[config.mk]
export PLATFORM = sky130hd
export DESIGN_NAME = video_timing_gen
export DESIGN_NICKNAME = d
export VERILOG_FILES = /design/src/rtl/video_timing_pkg.sv /design/src/rtl/sync_delay_line.sv /design/src/rtl/video_timing_gen.sv
export SDC_FILE = /design/constraint.sdc
export NUM_CORES = 1
export LEC_CHECK = 0
export ABC_AREA = 1
export CAP_MARGIN = 5
export CORE_MARGIN = 1
export CORE_UTILIZATION = 52
export DETAILED_ROUTE_END_ITERATION = 10
export GPL_ROUTABILITY_DRIVEN = 0
export GPL_TIMING_DRIVEN = 0
export HOLD_SLACK_MARGIN = 0.06
export MAX_ROUTING_LAYER = met4
export PLACE_DENSITY_LB_ADDON = 0.3
export SETUP_SLACK_MARGIN = 0.2
export SLEW_MARGIN = 10
export SYNTH_ARGS = -nofsm -noshare
export SYNTH_HDL_FRONTEND = slang
export SYNTH_SLANG_ARGS = --single-unit
[constraint.sdc]
create_clock -name clk6m -period 1.9 [get_ports clk6m]
set_input_delay 0.38 -clock clk6m [delete_from_list [all_inputs] [get_ports clk6m]]
set_output_delay 0.38 -clock clk6m [all_outputs]
set_load 0.03 [all_outputs]
[src/rtl/video_timing_pkg.sv]
// Default arcade raster timing, vertical state encoding and the RGB332 pixel layout.
// Shared by the timing generator and its sync delay line.
package video_timing_pkg;

    localparam int H_TOTAL_DEF      = 384;
    localparam int H_ACTIVE_DEF     = 256;
    localparam int H_SYNC_START_DEF = 288;
    localparam int H_SYNC_LEN_DEF   = 32;
    localparam int V_TOTAL_DEF      = 264;
    localparam int V_ACTIVE_DEF     = 232;
    localparam int V_SYNC_START_DEF = 244;
    localparam int V_SYNC_LEN_DEF   = 4;
    localparam int LAT_DEF          = 2;

    typedef enum logic [1:0] {
        V_ACT,
        V_FRONT,
        V_SYNC,
        V_BACK
    } vstate_t;

    typedef struct packed {
        logic [2:0] r;
        logic [2:0] g;
        logic [1:0] b;
    } rgb332_t;

endpackage

[src/rtl/sync_delay_line.sv]
// Shift register carrying {hsync, vsync, blank, frame_start}; latency DEPTH clocks.
// No backpressure: shifts every clock, flushes to idle raster levels on reset.
module sync_delay_line #(
    parameter int DEPTH = 3
) (
    input  logic       clk6m,
    input  logic       reset_n,
    input  logic [3:0] d,
    output logic [3:0] q
);

    localparam logic [3:0] IDLE = 4'b1110;

    logic [3:0] stage [DEPTH];

    always_ff @(posedge clk6m or negedge reset_n) begin
        if (!reset_n) begin
            for (int i = 0; i < DEPTH; i++) stage[i] <= IDLE;
        end else begin
            stage[0] <= d;
            for (int i = 1; i < DEPTH; i++) stage[i] <= stage[i-1];
        end
    end

    assign q = stage[DEPTH-1];

endmodule

[src/rtl/video_timing_gen.sv]
// Raster source: h/v counters + vertical FSM, one pix_req per active clock, aligned sync/blank/rgb out.
// Latency: outputs trail pix_req by LAT+1 clocks. No backpressure: a missing pixel blacks out and sets underflow_o.
// COLOR_BARS_EN: outputs an x ramp in the active area instead of fetched pixels; pix_req stays low.
module video_timing_gen
    import video_timing_pkg::*;
#(
    parameter int H_TOTAL      = H_TOTAL_DEF,
    parameter int H_ACTIVE     = H_ACTIVE_DEF,
    parameter int H_SYNC_START = H_SYNC_START_DEF,
    parameter int H_SYNC_LEN   = H_SYNC_LEN_DEF,
    parameter int V_TOTAL      = V_TOTAL_DEF,
    parameter int V_ACTIVE     = V_ACTIVE_DEF,
    parameter int V_SYNC_START = V_SYNC_START_DEF,
    parameter int V_SYNC_LEN   = V_SYNC_LEN_DEF,
    parameter int LAT          = LAT_DEF
) (
    input  logic       clk6m,
    input  logic       reset_n,
    output logic       pix_req,
    output logic [8:0] pix_x,
    output logic [8:0] pix_y,
    input  logic [7:0] pix_data,
    input  logic       pix_valid,
    input  logic       clr_underflow,
    output logic       hsync_o,
    output logic       vsync_o,
    output logic       blank_o,
    output logic [7:0] rgb_o,
    output logic       frame_start_o,
    output logic       underflow_o
);

    localparam logic [8:0] H_LAST = 9'(H_TOTAL - 1);
    localparam logic [8:0] H_ACT  = 9'(H_ACTIVE);
    localparam logic [8:0] HS_BEG = 9'(H_SYNC_START);
    localparam logic [8:0] HS_END = 9'(H_SYNC_START + H_SYNC_LEN);
    localparam logic [8:0] V_LAST = 9'(V_TOTAL - 1);
    localparam logic [8:0] V_ACTN = 9'(V_ACTIVE);
    localparam logic [8:0] VS_BEG = 9'(V_SYNC_START);
    localparam logic [8:0] VS_END = 9'(V_SYNC_START + V_SYNC_LEN);

    logic [8:0] hcnt, vcnt, vcnt_nxt;
    logic       h_wrap;
    vstate_t    vstate, vstate_nxt;

    assign h_wrap   = (hcnt == H_LAST);
    assign vcnt_nxt = (vcnt == V_LAST) ? 9'd0 : vcnt + 9'd1;

    always_ff @(posedge clk6m or negedge reset_n) begin
        if (!reset_n) begin
            hcnt   <= '0;
            vcnt   <= '0;
            vstate <= V_ACT;
        end else begin
            hcnt   <= h_wrap ? 9'd0 : hcnt + 9'd1;
            vstate <= vstate_nxt;
            if (h_wrap) vcnt <= vcnt_nxt;
        end
    end

    // Vertical state only moves on line boundaries, keyed on the line being entered.
    always_comb begin
        vstate_nxt = vstate;
        if (h_wrap) begin
            case (vstate)
                V_ACT:   if (vcnt_nxt == V_ACTN) vstate_nxt = V_FRONT;
                V_FRONT: if (vcnt_nxt == VS_BEG) vstate_nxt = V_SYNC;
                V_SYNC:  if (vcnt_nxt == VS_END) vstate_nxt = V_BACK;
                V_BACK:  if (vcnt_nxt == 9'd0)   vstate_nxt = V_ACT;
                default: vstate_nxt = V_ACT;
            endcase
        end
    end

    logic       act_s0, hs_s0, vs_s0, fs_s0;
    logic [8:0] x_s0, y_s0;

    always_ff @(posedge clk6m or negedge reset_n) begin
        if (!reset_n) begin
            act_s0 <= 1'b0;
            hs_s0  <= 1'b1;
            vs_s0  <= 1'b1;
            fs_s0  <= 1'b0;
            x_s0   <= '0;
            y_s0   <= '0;
        end else begin
            act_s0 <= (hcnt < H_ACT) && (vstate == V_ACT);
            hs_s0  <= !((hcnt >= HS_BEG) && (hcnt < HS_END));
            vs_s0  <= (vstate != V_SYNC);
            fs_s0  <= (hcnt == 9'd0) && (vcnt == 9'd0);
            x_s0   <= hcnt;
            y_s0   <= vcnt;
        end
    end

    assign pix_x = x_s0;
    assign pix_y = y_s0;

    logic [3:0] sync_q;

    sync_delay_line #(.DEPTH(LAT + 1)) u_sync_dly (
        .clk6m   (clk6m),
        .reset_n (reset_n),
        .d       ({hs_s0, vs_s0, ~act_s0, fs_s0}),
        .q       (sync_q)
    );

    assign {hsync_o, vsync_o, blank_o, frame_start_o} = sync_q;

    // act_pipe[LAT-1] marks the clock in which the response to a request is due.
    logic [LAT-1:0] act_pipe;

    always_ff @(posedge clk6m or negedge reset_n) begin
        if (!reset_n) begin
            act_pipe <= '0;
        end else begin
            act_pipe[0] <= act_s0;
            for (int i = 1; i < LAT; i++) act_pipe[i] <= act_pipe[i-1];
        end
    end

`ifdef COLOR_BARS_EN
    logic [7:0] bar_pipe [LAT];
    logic       unused_fetch;

    assign pix_req      = 1'b0;
    assign unused_fetch = ^{pix_data, pix_valid, clr_underflow, y_s0, x_s0[8]};

    always_ff @(posedge clk6m or negedge reset_n) begin
        if (!reset_n) begin
            for (int i = 0; i < LAT; i++) bar_pipe[i] <= '0;
            rgb_o       <= '0;
            underflow_o <= 1'b0;
        end else begin
            bar_pipe[0] <= x_s0[7:0];
            for (int i = 1; i < LAT; i++) bar_pipe[i] <= bar_pipe[i-1];
            rgb_o       <= act_pipe[LAT-1] ? bar_pipe[LAT-1] : 8'd0;
            underflow_o <= 1'b0;
        end
    end
`else
    rgb332_t pix_in;
    logic    miss;

    assign pix_req = act_s0;
    assign pix_in  = pix_data;
    assign miss    = act_pipe[LAT-1] & ~pix_valid;

    always_ff @(posedge clk6m or negedge reset_n) begin
        if (!reset_n) begin
            rgb_o       <= '0;
            underflow_o <= 1'b0;
        end else begin
            rgb_o       <= (act_pipe[LAT-1] && pix_valid) ? pix_in : 8'd0;
            underflow_o <= miss | (underflow_o & ~clr_underflow);
        end
    end
`endif

endmodule

==> results.sh, run 1 <==
export IMPL_dieArea_sq_mm=0.00523
export IMPL_area_delta_synth_final_pct=35.9
export IMPL_viasPerCell=4.79
export IMPL_max_stage_delay_ns=0.44
export IMPL_relSlewSlack_pct=48.4
export IMPL_period_share_pct=96.6
export IMPL_cts_root_buffer="clkbuf_8"
export IMPL_cts_tree="built"
export IMPL_cp_common_cell="nand2_1"
export IMPL_slew_violations=0
export IMPL_startpoint_type="flop"
export IMPL_cellPowerDensity_mw_per_mm2=753
export IMPL_syn_nets=281
export IMPL_worst_path_max_delay_cell="dfrtp_2"
export IMPL_drv_cap=0
export IMPL_drt_pass1_iter_count=4
export IMPL_crit_type="reg -> reg"
export IMPL_netlist_area_sq_mm=0.00257
export IMPL_num_vias=1922
export IMPL_end_kind="flop"
export IMPL_drc=0
export IMPL_pre_cts_slack_ns=-0.0689
export IMPL_antenna_found_initial=0
export IMPL_arrival_ns=2.07
export IMPL_dp_hpwl_um=3050
export IMPL_synth_area_per_cell_sq_um=9.86
export IMPL_diodes=0
export IMPL_avgRoutedWirePerCell_um=12.9
export IMPL_drive_gt1_share_pct=25.4
export IMPL_hold_ws_ns=0.118
export IMPL_cts_made_buffers=9
export IMPL_initialDrtViolationCount=79
export IMPL_h_tree_depth=3
export IMPL_ys_ff_latch=65
export IMPL_hp_class="in -> async"
export IMPL_yosys_warnings=0
export IMPL_grt_pass1_wl_um=7730
export IMPL_dp_cells=371
export IMPL_die_w_um=72.3
export IMPL_setup_ws_ns=0.0648
export IMPL_cp_startpoint="vcnt[0]"
export IMPL_wirelength_um=5180
export IMPL_grt_max_degree=66
export IMPL_die_h_um=72.3
export IMPL_num_nets_final=349
export IMPL_path_max_fanout=3
export IMPL_ir_drop_mv=0.521
export IMPL_grt_overflow=0
export IMPL_fp_row_count=25
export IMPL_yosys_most_used_dff="dfrtp_1"
export IMPL_crit_required_ns=2.13
export IMPL_regToRegStartpoint="vcnt[0]"
export IMPL_coreArea_sq_mm=0.00475
export IMPL_track_usage_pct=20.9
export IMPL_clockBufferDepth=2
export IMPL_fmax_ghz=0.545
export IMPL_num_io_pins=44
export IMPL_ys_types=26
export IMPL_initial_core_util_pct=54.1
export IMPL_fin_util_pct=73.6
export IMPL_hold_viol=0
export IMPL_period_minus_slack_ns=1.84
export IMPL_clk_latency_ns=0.34
export IMPL_port_buffers=43
export IMPL_grt_pass1_vias=1732
export IMPL_hold_buffers=0
export IMPL_ant_nets=0
export IMPL_rsz0062_at_grt="true"
export IMPL_numClockSinks=65
export IMPL_status="finished clean"
export IMPL_finalSetupViolCount=0
export IMPL_synthArstFlopShare_pct=100
export IMPL_tns_ns=0
export IMPL_power_leakage_uw=0.00180
export IMPL_yosysSeqAreaShare_pct=63.8
export IMPL_fin_skew_ns=0.00633
export IMPL_syn_inst=261
export IMPL_tightest_slew_ns=0.774
export IMPL_stdcell_count=401
export IMPL_cp_cell_sequence="ha_4 -> nand2_2 -> inv_1 -> nand2_1 -> nor2_1 -> nor2_1 -> nand3_2 -> nor2_2 -> nand2_1 -> nand2_1 -> nand2_1 -> nor2_2 -> nand2_1 -> nand2_1 -> nand2_1"
export IMPL_clk_pin_slew_ns=0.07
export IMPL_synth_edf_count=0
export IMPL_fillers=334
## worst max-delay path, delay by kind of cell, from the launching register on
family,cells,cell delay [ns]
adder cells (fa/ha/maj),1,0.18
AND/OR/NAND/NOR,13,1.03
buffers and inverters,1,0.06
flip-flops,1,0.44
## placed cells by master, fill, tap and decap left out, drive strengths merged, types with 8 or more instances in the layout
| cell type | n |
|---|---|
| inv | 46 |
| o21ai | 13 |
| dfrtp | 54 |
| dlygate4sd2 | 32 |
| clkbuf | 12 |
| buf | 16 |
| nand2 | 58 |
| nor2 | 33 |
| ha | 8 |
| nand3 | 20 |
| dfstp | 11 |
| clkdlybuf4s50 | 10 |
## kinds of logic after synthesis
group,after synthesis,share of synthesized area (%)
AND/OR/NAND/NOR,119,20.0
XOR/XNOR,3,1.02
flip-flops,65,63.8
buffers and inverters,48,7.30
AO/OA/AOI/OAI,18,4.04
adder cells (fa/ha/maj),8,3.89
## per-layer routing
| layer | vias to the layer above | GRT usage, % | wire length, um | share of wire (%) |
|---|---|---|---|---|
| met2 | 72 | 31.6 | 2570 | 50 |
| met4 | 0 | 9.59 | 115 | 2.2 |
| met1 | 897 | 25.1 | 2170 | 42 |
| li1 | 938 | - | - | - |
| met5 | - | - | 0 | 0 |
| met3 | 15 | 7.50 | 318 | 6.1 |
## power by group
group	switching [uW]	total, uW	internal [uW]
sequential	2.05	1400	1390
clock	507	1140	636
combinational	59.3	92.1	32.8
## cell usage after synthesis, types with 2 or more instances
library cell   n  area, sq um
nand2_1       55          206
nand4_1        3         18.8
o21ai_0       11         55.1
nor2_2         3         18.8
a21oi_1        2         10.0
nor2_1        30          113
nor3_1         2         10.0
dfstp_2       11          289
xor2_1         2         17.5
inv_1         45          169
ha_1           8          100
nand2_2        3         18.8
dfrtp_1       54         1350
nor4_1         2         12.5
nand3_1       18         90.1
nand3_2        2         20.0
## stage by stage
step | cell area (sq um) | total power (uW)
after global placement | 3090 | 1520
after floorplan | 2570 | 1450
final | 3500 | 2630
after global routing | 3500 | 2730
after CTS | 3350 | 2650
after detailed placement | 3090 | 1520
## cell type report
cell class / instances / area [sq um] / share of cell area, %
plain buffers: 2 / 16.3 / 0.465
clock buffers: 11 / 141 / 4.04
clock inverters: 5 / 55.1 / 1.57
inverters: 46 / 173 / 4.94
multi-input cells: 148 / 880 / 25.2
flip-flops and latches: 65 / 1650 / 47.1
well taps: 67 / 83.8 / 2.40
repair buffers: 57 / 500 / 14.3
## repair_timing
item,in CTS,in global routing
gates resized for setup,44,26
pin swaps,5,12
endpoints found under the hold margin,0,0
setup buffers,7,7
endpoints found under the setup margin,47,15
## path summary, 6_finish.rpt
check / end / slack [ns] / cells after the start
worst max-delay path: vstate[1] / 0.06 / 15
min in group clk6m: act_pipe[1] / 0.35 / 0
worst min-delay path: hcnt[2] / 0.12 / 1
max in group asynchronous: vcnt[7] / 1.23 / 1
worst min register to register: act_pipe[1] / 0.35 / 0
worst max register to register: vstate[1] / 0.06 / 15
## sequential cells by signal, indices dropped and copies added, names as in the netlist
register          cells
hs_s0                 1
pix_x                 9
fs_s0                 1
act_pipe              2
rgb_o                 8
vs_s0                 1
pix_req               1
vstate                2
pix_y                 9
hcnt                  9
u_sync_dly.stage      8
underflow_o           1
vcnt                  9
u_sync_dly.q          4
(Power assumes the default switching activity.)
==> run 2, diff against run 1 <==
--- a/config.mk
+++ b/config.mk
@@ -8,7 +8,8 @@
 export ABC_AREA = 1
 export CAP_MARGIN = 5
 export CORE_MARGIN = 1
-export CORE_UTILIZATION = 52
+export CORE_UTILIZATION = 45
+export CTS_BUF_LIST = sky130_fd_sc_hd__clkbuf_8
 export DETAILED_ROUTE_END_ITERATION = 10
 export GPL_ROUTABILITY_DRIVEN = 0
 export GPL_TIMING_DRIVEN = 0
==> results.sh, run 2 (synthesis gave the netlist of run 1 again) <==
export IMPL_status="finished clean"
export IMPL_end_kind="flop"
export IMPL_cp_common_cell="nand2_1"
export IMPL_drv_cap=0
export IMPL_rsz0062_at_grt="true"
export IMPL_cts_made_buffers=9
export IMPL_tightest_slew_ns=0.776
export IMPL_num_nets_final=348
export IMPL_final_area_sq_mm=0.00352
export IMPL_track_usage_pct=17.5
export IMPL_crit_type="reg -> reg"
export IMPL_fin_skew_ns=0.0107
export IMPL_initial_core_util_pct=46.7
export IMPL_numClockSinks=65
export IMPL_power_leakage_uw=0.00183
export IMPL_tns_ns=0
export IMPL_hold_viol=0
export IMPL_period_minus_slack_ns=1.87
export IMPL_coreArea_sq_mm=0.00551
export IMPL_drive_gt1_share_pct=24.9
export IMPL_grt_overflow=0
export IMPL_cts_tree="built"
export IMPL_startpoint_type="flop"
export IMPL_slew_violations=0
export IMPL_grt_pass1_vias=1781
export IMPL_diodes=0
export IMPL_clockBufferDepth=2
export IMPL_die_w_um=77.6
export IMPL_period_share_pct=98.3
export IMPL_dieArea_sq_mm=0.00602
export IMPL_die_h_um=77.6
export IMPL_max_stage_delay_ns=0.46
export IMPL_path_max_fanout=6
export IMPL_num_vias=1884
export IMPL_cts_root_buffer="clkbuf_8"
export IMPL_cp_cell_sequence="inv_1 -> ha_4 -> o21ai_2 -> nand3_2 -> nor2_2 -> nand2_1 -> nand2_1 -> nand2_1 -> nor2_2 -> buf_4 -> nand3_1 -> nand2_1"
export IMPL_worst_path_max_delay_cell="dfrtp_2"
export IMPL_stdcell_count=405
export IMPL_dp_cells=376
export IMPL_num_io_pins=44
export IMPL_fmax_ghz=0.535
export IMPL_dpl_cell_area_sq_mm=0.00309
export IMPL_area_delta_synth_final_pct=36.8
export IMPL_wirelength_um=4780
export IMPL_hp_class="in -> async"
export IMPL_clk_pin_slew_ns=0.07
export IMPL_pre_cts_slack_ns=-0.0493
export IMPL_ir_drop_mv=0.365
export IMPL_initialDrtViolationCount=98
export IMPL_arrival_ns=2.15
export IMPL_hold_ws_ns=0.123
export IMPL_drc=0
export IMPL_grt_pass1_wl_um=7710
export IMPL_fp_row_count=27
export IMPL_dp_hpwl_um=2960
export IMPL_ant_nets=0
export IMPL_viasPerCell=4.65
export IMPL_relSlewSlack_pct=48.2
export IMPL_cellPowerDensity_mw_per_mm2=786
export IMPL_crit_required_ns=2.18
export IMPL_finalSetupViolCount=0
export IMPL_mostFrequentLayoutCells="50 x nand2_1, 50 x dfrtp_1, 44 x inv_1"
export IMPL_antenna_found_initial=0
export IMPL_setup_ws_ns=0.0319
export IMPL_drt_pass1_iter_count=4
export IMPL_grt_max_degree=66
export IMPL_h_tree_depth=3
export IMPL_hold_buffers=0
export IMPL_avgRoutedWirePerCell_um=11.8
export IMPL_port_buffers=43
export IMPL_clk_latency_ns=0.34
==> run 2: cell types whose count changed in the layout (fill, tap and decap cells not counted), sizes merged <==
cell          before  now
bufinv             1    2
clkbuf            12   11
buf               16   15
dlymetal6s2s       0    1
dlygate4sd2       32   31
inv               46   48
clkinvlp           2    1
clkinv             2    1
==> run 2: worst paths after layout <==
path | startpoint | to | slack, ns | cells after the start
worst max-delay path | vcnt[1] | vstate[0] | 0.03 | 12
worst min-delay path | reset_n | rgb_o[6] | 0.12 | 1
worst max register to register | vcnt[1] | vstate[0] | 0.03 | 12
worst min register to register | act_pipe[0] | act_pipe[1] | 0.35 | 0
max in group asynchronous | reset_n | vcnt[0] | 1.22 | 1
min in group clk6m | act_pipe[0] | act_pipe[1] | 0.35 | 0
==> run 2: area by class of cell <==
class | instances | area [sq um]
buffer | 2 | 16.3
clock buffer | 10 | 138
clock inverter | 6 | 83.8
fill | 445 | 1990
inverter | 46 | 175
multi-input combinational | 148 | 882
sequential | 65 | 1650
tap | 72 | 90.1
timing repair buffer | 56 | 489
==> run 2: layer usage <==
layer  wire (um)  global-route usage (%)  share of wire (%)
met2        2270                    26.5                 47
met1        2110                    20.3                 44
met5           0                       -                  0
met3         286                    4.94                6.0
met4         116                    11.1                2.4
==> run 2: timing repair <==
item | CTS | global route
gates resized for setup | 40 | 29
setup buffers | 4 | 9
pin swaps | 4 | 15
endpoints found under the setup margin | 46 | 16
==> run 2: stage by stage <==
stage | power (uW) | util [%]
finish | 2770 | 63.9
global placement | 1520 | 56.2
detailed placement | 1520 | 56.2
floorplan | 1450 | -
CTS | 2800 | 60.6
global route | 2870 | 63.9
==> run 2: critical path: cells and delay by family (launching register included) <==
kind | cells | cell delay, ns
AOI/OAI and AO/OA | 1 | 0.20
buffers and inverters | 2 | 0.25
and+or+nand+nor | 8 | 0.67
DFF | 1 | 0.46
adders and majority gates | 1 | 0.21
==> run 2: report_power, final <==
part,leakage (uW),switching (uW),internal [uW],total (uW)
Clock,0.000115,509,767,1280
Sequential,0.000811,2.15,1390,1400
Combinational,0.000905,59.4,33.4,92.8
==> run 3, diff against run 2 <==
--- a/config.mk
+++ b/config.mk
@@ -6,10 +6,11 @@
 export NUM_CORES = 1
 export LEC_CHECK = 0
 export ABC_AREA = 1
-export CAP_MARGIN = 5
+export CAP_MARGIN = 20
 export CORE_MARGIN = 1
 export CORE_UTILIZATION = 45
 export CTS_BUF_LIST = sky130_fd_sc_hd__clkbuf_8
+export CTS_CLUSTER_DIAMETER = 40
 export DETAILED_ROUTE_END_ITERATION = 10
 export GPL_ROUTABILITY_DRIVEN = 0
 export GPL_TIMING_DRIVEN = 0
==> results of run 3 <==
No change in the layout: final DEF, timing and power equal those of run 2.
